===== src/rtl/ifetch_pkg.sv =====
// +----------------------------------------------------------------------+
// | Module  : ifetch_pkg                                                 |
// | Desc    : Shared types and constants for the instruction-fetch block |
// | Rev     : 1.0  initial release                                       |
// +----------------------------------------------------------------------+
`default_nettype none

package ifetch_pkg;

  // Width of one instruction word in bytes; the PC advances by this amount.
  localparam int INSTR_BYTES = 4;

  // One prefetched slot: the address it came from and the word read there.
  typedef struct packed {
    logic [31:0] pc;
    logic [31:0] instr;
  } fetch_entry_t;

  typedef enum logic [1:0] {
    IDLE = 2'd0,
    RUN  = 2'd1,
    HALT = 2'd2
  } fetch_state_t;

endpackage

`default_nettype wire


===== src/rtl/ifetch_fifo.sv =====
// +----------------------------------------------------------------------+
// | Module  : ifetch_fifo                                                |
// | Desc    : DEPTH-entry synchronous FIFO of fetch entries with flush.  |
// |           Flush dominates push; push at full is accepted only when   |
// |           a pop frees a slot in the same cycle.                      |
// | Rev     : 1.0  initial release                                       |
// +----------------------------------------------------------------------+
`default_nettype none

module ifetch_fifo
  import ifetch_pkg::*;
#(
  parameter int DEPTH = 2
) (
  input  logic                     clk,
  input  logic                     rst_n,
  input  logic                     push,
  input  logic                     pop,
  input  logic                     flush,
  input  fetch_entry_t             wdata,
  output fetch_entry_t             rdata,
  output logic                     full,
  output logic                     empty,
  output logic [$clog2(DEPTH):0]   count
);

  localparam int AW = $clog2(DEPTH);
  localparam int CW = AW + 1;

  fetch_entry_t        mem [DEPTH];
  logic [AW-1:0]       wr_ptr;
  logic [AW-1:0]       rd_ptr;
  logic                do_push;
  logic                do_pop;

  assign empty   = (count == '0);
  assign full    = (count == CW'(DEPTH));
  assign do_pop  = pop & ~empty & ~flush;
  assign do_push = push & (~full | do_pop) & ~flush;
  assign rdata   = mem[rd_ptr];

  // Storage array: written only on an accepted push, never reset.
  always_ff @(posedge clk) begin
    if (do_push) begin
      mem[wr_ptr] <= wdata;
    end
  end

  // Pointer and occupancy tracking; flush returns the FIFO to empty.
  always_ff @(posedge clk or negedge rst_n) begin
    if (!rst_n) begin
      wr_ptr <= '0;
      rd_ptr <= '0;
      count  <= '0;
    end else if (flush) begin
      wr_ptr <= '0;
      rd_ptr <= '0;
      count  <= '0;
    end else begin
      if (do_push) begin
        wr_ptr <= wr_ptr + AW'(1);
      end
      if (do_pop) begin
        rd_ptr <= rd_ptr + AW'(1);
      end
      unique case ({do_push, do_pop})
        2'b10:   count <= count + CW'(1);
        2'b01:   count <= count - CW'(1);
        default: count <= count;
      endcase
    end
  end

endmodule

`default_nettype wire


===== src/rtl/ifetch_ctrl.sv =====
// +----------------------------------------------------------------------+
// | Module  : ifetch_ctrl                                                |
// | Desc    : Instruction-fetch sequencer. Owns the fetch PC, reads the  |
// |           combinational ROM and buffers {pc, instr} pairs for decode |
// |           over valid/ready. Handles redirects, halts and misaligned  |
// |           redirect targets.                                          |
// |           Build option IFETCH_PERF_EN enables the fetch/flush perf   |
// |           counters; without it both counter ports read zero.         |
// | Rev     : 1.0  initial release                                       |
// +----------------------------------------------------------------------+
`default_nettype none

module ifetch_ctrl
  import ifetch_pkg::*;
#(
  parameter logic [31:0] RESET_PC   = 32'd0,
  parameter int          DEPTH      = 2,
  parameter logic [31:0] IMEM_BYTES = 32'd100
) (
  input  logic        clk,
  input  logic        rst_n,
  input  logic        start,
  input  logic        halt_req,
  output logic [31:0] imem_addr,
  input  logic [31:0] imem_rdata,
  input  logic        redirect_valid,
  input  logic [31:0] redirect_pc,
  output logic        out_valid,
  input  logic        out_ready,
  output logic [31:0] out_pc,
  output logic [31:0] out_instr,
  output logic [1:0]  state_o,
  output logic        misalign_err,
  output logic [31:0] fetch_cnt,
  output logic [31:0] flush_cnt
);

  fetch_state_t             state;
  fetch_state_t             state_nxt;
  logic [31:0]              pc_q;
  logic                     fetch_en;
  logic                     redir;
  logic                     misal;
  logic                     pop;
  logic                     push;
  logic                     full;
  logic                     empty;
  logic [$clog2(DEPTH):0]   count;
  fetch_entry_t             head;
  fetch_entry_t             last_q;
  fetch_entry_t             wentry;

  // A redirect only acts once fetch has been started; misalignment is
  // judged on the target's low two bits.
  assign redir     = redirect_valid & (state != IDLE);
  assign misal     = redir & (redirect_pc[1:0] != 2'b00);
  assign out_valid = ~empty & ~redirect_valid;
  assign pop       = out_valid & out_ready;
  assign push      = fetch_en & (~full | pop) & ~redirect_valid & (pc_q < IMEM_BYTES);
  assign imem_addr = pc_q;
  assign wentry    = '{pc: pc_q, instr: imem_rdata};

  // When the FIFO runs dry the outputs keep showing the last head entry.
  assign out_pc    = empty ? last_q.pc    : head.pc;
  assign out_instr = empty ? last_q.instr : head.instr;

  ifetch_fifo #(
    .DEPTH (DEPTH)
  ) u_fifo (
    .clk   (clk),
    .rst_n (rst_n),
    .push  (push),
    .pop   (pop),
    .flush (redir),
    .wdata (wentry),
    .rdata (head),
    .full  (full),
    .empty (empty),
    .count (count)
  );

  // State register.
  always_ff @(posedge clk or negedge rst_n) begin
    if (!rst_n) begin
      state <= IDLE;
    end else begin
      state <= state_nxt;
    end
  end

  // Next-state logic: misaligned redirect and halt_req beat start.
  always_comb begin
    state_nxt = state;
    unique case (state)
      IDLE:    if (start) state_nxt = RUN;
      RUN:     if (misal || halt_req) state_nxt = HALT;
      HALT:    if (!misal && start && !halt_req && !misalign_err) state_nxt = RUN;
      default: state_nxt = IDLE;
    endcase
  end

  // State-decoded outputs.
  always_comb begin
    state_o  = state;
    fetch_en = (state == RUN);
  end

  // Fetch PC: aligned redirects load the target, pushes step one word.
  always_ff @(posedge clk or negedge rst_n) begin
    if (!rst_n) begin
      pc_q <= RESET_PC;
    end else if (redir && !misal) begin
      pc_q <= redirect_pc;
    end else if (push) begin
      pc_q <= pc_q + 32'(INSTR_BYTES);
    end
  end

  // Sticky fault flag and last-shown head entry.
  always_ff @(posedge clk or negedge rst_n) begin
    if (!rst_n) begin
      misalign_err <= 1'b0;
      last_q       <= '0;
    end else begin
      if (misal) begin
        misalign_err <= 1'b1;
      end
      if (!empty) begin
        last_q <= head;
      end
    end
  end

`ifdef IFETCH_PERF_EN
  logic [31:0] fetch_q;
  logic [31:0] flush_q;

  // Perf counters: pushes, and entries thrown away by redirects.
  always_ff @(posedge clk or negedge rst_n) begin
    if (!rst_n) begin
      fetch_q <= '0;
      flush_q <= '0;
    end else begin
      if (push) begin
        fetch_q <= fetch_q + 32'd1;
      end
      if (redir) begin
        flush_q <= flush_q + 32'(count);
      end
    end
  end

  assign fetch_cnt = fetch_q;
  assign flush_cnt = flush_q;
`else
  logic unused_count;
  assign unused_count = ^count;
  assign fetch_cnt    = '0;
  assign flush_cnt    = '0;
`endif

endmodule

`default_nettype wire


===== config.mk =====
export PLATFORM = sky130hd
export DESIGN_NAME = ifetch_ctrl
export DESIGN_NICKNAME = d
export VERILOG_FILES = /design/src/rtl/ifetch_pkg.sv /design/src/rtl/ifetch_fifo.sv /design/src/rtl/ifetch_ctrl.sv
export SDC_FILE = /design/constraint.sdc
export NUM_CORES = 1
export LEC_CHECK = 0
export CAP_MARGIN = 20
export CORE_ASPECT_RATIO = 1.5
export CORE_MARGIN = 3
export CORE_UTILIZATION = 30
export CTS_CLUSTER_DIAMETER = 60
export CTS_CLUSTER_SIZE = 16
export DETAILED_ROUTE_END_ITERATION = 6
export PLACE_DENSITY = 0.57
export SLEW_MARGIN = 5
export SYNTH_ARGS = -nofsm -noshare
export SYNTH_HDL_FRONTEND = slang
export SYNTH_HIERARCHICAL = 1
export SYNTH_SLANG_ARGS = --single-unit

===== constraint.sdc =====
create_clock -name clk -period 10.2 [get_ports clk]
set_input_delay 2.04 -clock clk [delete_from_list [all_inputs] [get_ports clk]]
set_output_delay 2.04 -clock clk [all_outputs]
set_load 0.05 [all_outputs]

==> qor.csv <==
stage,metric,value,unit
outcome,status,completed,
synth,synth_cell_type_count,40,
drt,drtIter0Drc,172,
finish,final_core_util,39.1,%
timing,drv_slew,0,
clock_tree,cts_buffers,20,
timing,rsz0062_at_grt,no,
floorplan,die_area,33600,µm²
min_path,worstHoldStart,last_q[17],
placement,hpwl,13.3,mm
floorplan,dieWidth,151,µm
timing,setup_viol,0,
drt,postRouteAntennaNets,0,
setup_path,critical_path_class,primary input to output port,
power,vdd.ir_drop.worst,0.181,mV
setup_path,r2r_start,u_fifo/count[1],
drt,drcViolationCount,0,
power,p_per_area,267,nW/µm²
drt,drt-total-wl,20.2,mm
global_route,grt-ovfl-total,0,
global_route,grt_pass1_vias,5239,
synth,synth_fa_ha_area_share,0.266,%
synth,seq_area_frac_synth,68.1,%
global_route,grt_max_degree,67,
synth,synth_top_area_share,40.8,%
synth,synth_compound_area_share,1.38,%
synth,ys.flop_type,edfxtp_1,
clock_tree,post_cts_buffers,0,
floorplan,std_cell_rows,78,
setup_path,startpoint_type,primary input,
clock_tree,clk_latency,0.51,ns
synth,async_flop_share,44.6,%
setup_path,crit_start,redirect_valid,
timing,max_freq,176,MHz
timing,timing.final.crit_period,5.67,ns
power,p_leak,4.69,nW
setup_path,arrival,3.63,ns
clock_tree,cts_resized,0,
synth,yosysTopAreaCell,edfxtp_1,
drt,firstDrtPassIters,4,
timing,fin_skew,0.0262,ns
synth,synth_edf_count,128,
setup_path,cp.required,8.16,ns
placement,placed_cells_incl_taps,1104,
synth,synth_mux_area_share,20.5,%
finish,drive_gt1_share,26.9,%
floorplan,pin_count,234,
finish,synthToLayoutAreaGrowth,27.2,%
drt,routedWlPerCell,17.7,µm
clock_tree,root_buffer,clkbuf_16,
placement,dpl-instance-area,11400,µm²
global_route,grt.total_usage,11.8,%
synth,netlist_instances,546,
synth,syn_area_per_cell,17.3,µm²
global_route,antenna_found_initial,0,
synth,synth_area_leaders,"edfxtp_1, dfrtp_1, mux2_2",
setup_path,crit_fanout,5,
finish,final_cells,1140,
timing,hold_viol,0,
finish,n_antenna_cell,0,
drt,num_vias,4888,
timing,slew_headroom,36.5,%
synth,netlist_area,9420,µm²
synth,yosysWarnings,6,
clock_tree,clk_pin_slew,0.07,ns
clock_tree,htreeDepth,1,
timing,tightest_slew,0.952,ns
clock_tree,ctsHoldBuffers,0,
min_path,hold_path.class,register to register,
setup_path,endpoint_kind,output port,
synth,synth-simple-area-share,2.81,%
synth,synth_commonest_cells,"edfxtp_1, dfrtp_1, mux2_2",
run,cap_violations,0,
placement,io_buffers,169,
clock_tree,cts_tree,done,
timing,fin_setup_tns,0,ns
global_route,grt_pass1_wl,30.5,mm
synth,synth_top_family_by_area,multiplexers,
timing,fin_crit_sh,55.6,%
placement,place_congestion,0.690,
finish,fin_nets,798,
drt,via_per_inst,4.29,
synth,synth_xor_area_share,0.279,%
finish,stdcell_area,12000,µm²
floorplan,core_area,30600,µm²
clock_tree,clock_sinks,231,
floorplan,initial_utilization,30.8,%
synth,ys_ff_latch,231,
synth,yosysMostFrequentCell,edfxtp_1,
clock_tree,clock_tree.buffer_depth,3,
power,fin_total_pwr,3.20,mW
floorplan,die_h,223,µm
==> path summary, 6_finish.rpt <==
path	endpoint	slack, ns	cells past startpoint
worst max-delay path	out_valid	4.53	3
worst min-delay path	last_q[17]	0.50	1
worst max register to register	u_fifo/mem[1][38]	6.71	7
worst min register to register	last_q[17]	0.50	1
max in group asynchronous	u_fifo/rd_ptr	7.24	2
min in group asynchronous	imem_addr[27]	1.51	1
==> per-stage QoR <==
step                      hold slack, ns  worst slack [ns]
after floorplan                    0.617              1.51
after global placement             0.480              4.50
after detailed placement           0.481              4.49
after CTS                          0.501              4.48
after global routing               0.510              4.48
final                              0.497              4.53
==> flip-flops by register name (all words and copies together), names as in the netlist <==
signal and flops:
last_q 64, u_fifo/count 2, misalign_err 1, u_fifo/mem 128, u_fifo/wr_ptr 1, imem_addr 32
state_o 2, u_fifo/rd_ptr 1
==> placed cells by master (no fill, tap or decap), types with 4 or more instances in the layout <==
master           instances
a21oi_1                  6
buf_4                    8
clkbuf_1                 9
clkbuf_16               22
clkdlybuf4s50_1        168
conb_1                  64
dfrtp_1                102
edfxtp_1               128
inv_1                    6
mux2_2                 103
mux2_4                  51
nand2_1                  4
nand2b_1                 5
nor2_1                  10
nor4_1                   9
o21ai_0                  6
==> routing by layer <==
metal,share of wire (%),GRT usage (%),vias up,routed length (µm)
met3,5.4,1.91,30,1090
met1,37,13.2,2472,7560
met4,2.3,3.72,0,456
met5,0,0,-,0
li1,-,-,2221,-
met2,55,22.6,165,11000
==> critical path: stages <==
cell	delay, ns
clkdlybuf4s50_1	0.60
nor2_1	0.18
clkdlybuf4s50_1	0.81
==> cells by family after synthesis <==
logic type / after synthesis
AND/OR/NAND/NOR: 45
adder cells (fa/ha/maj): 2
multiplexers: 155
buffers and inverters: 88
other: 1
AO/OA/AOI/OAI: 21
XOR/XNOR: 3
flip-flops: 231
==> where the power goes <==
group          switching (mW)  internal, mW
Combinational           0.771         0.391
Sequential              0.128          1.17
Clock                   0.342         0.402
==> cell type report <==
| type | count | area, µm² |
|---|---|---|
| repair buffers | 177 | 1760 |
| fillers | 2906 | 18700 |
| multi-input cells | 290 | 2640 |
| clock buffers | 31 | 584 |
| inverters | 6 | 22.5 |
| flip-flops and latches | 231 | 6420 |
| well taps | 400 | 500 |
| clock inverters | 5 | 52.6 |
No activity file was read; power rests on OpenSTA's default activity.
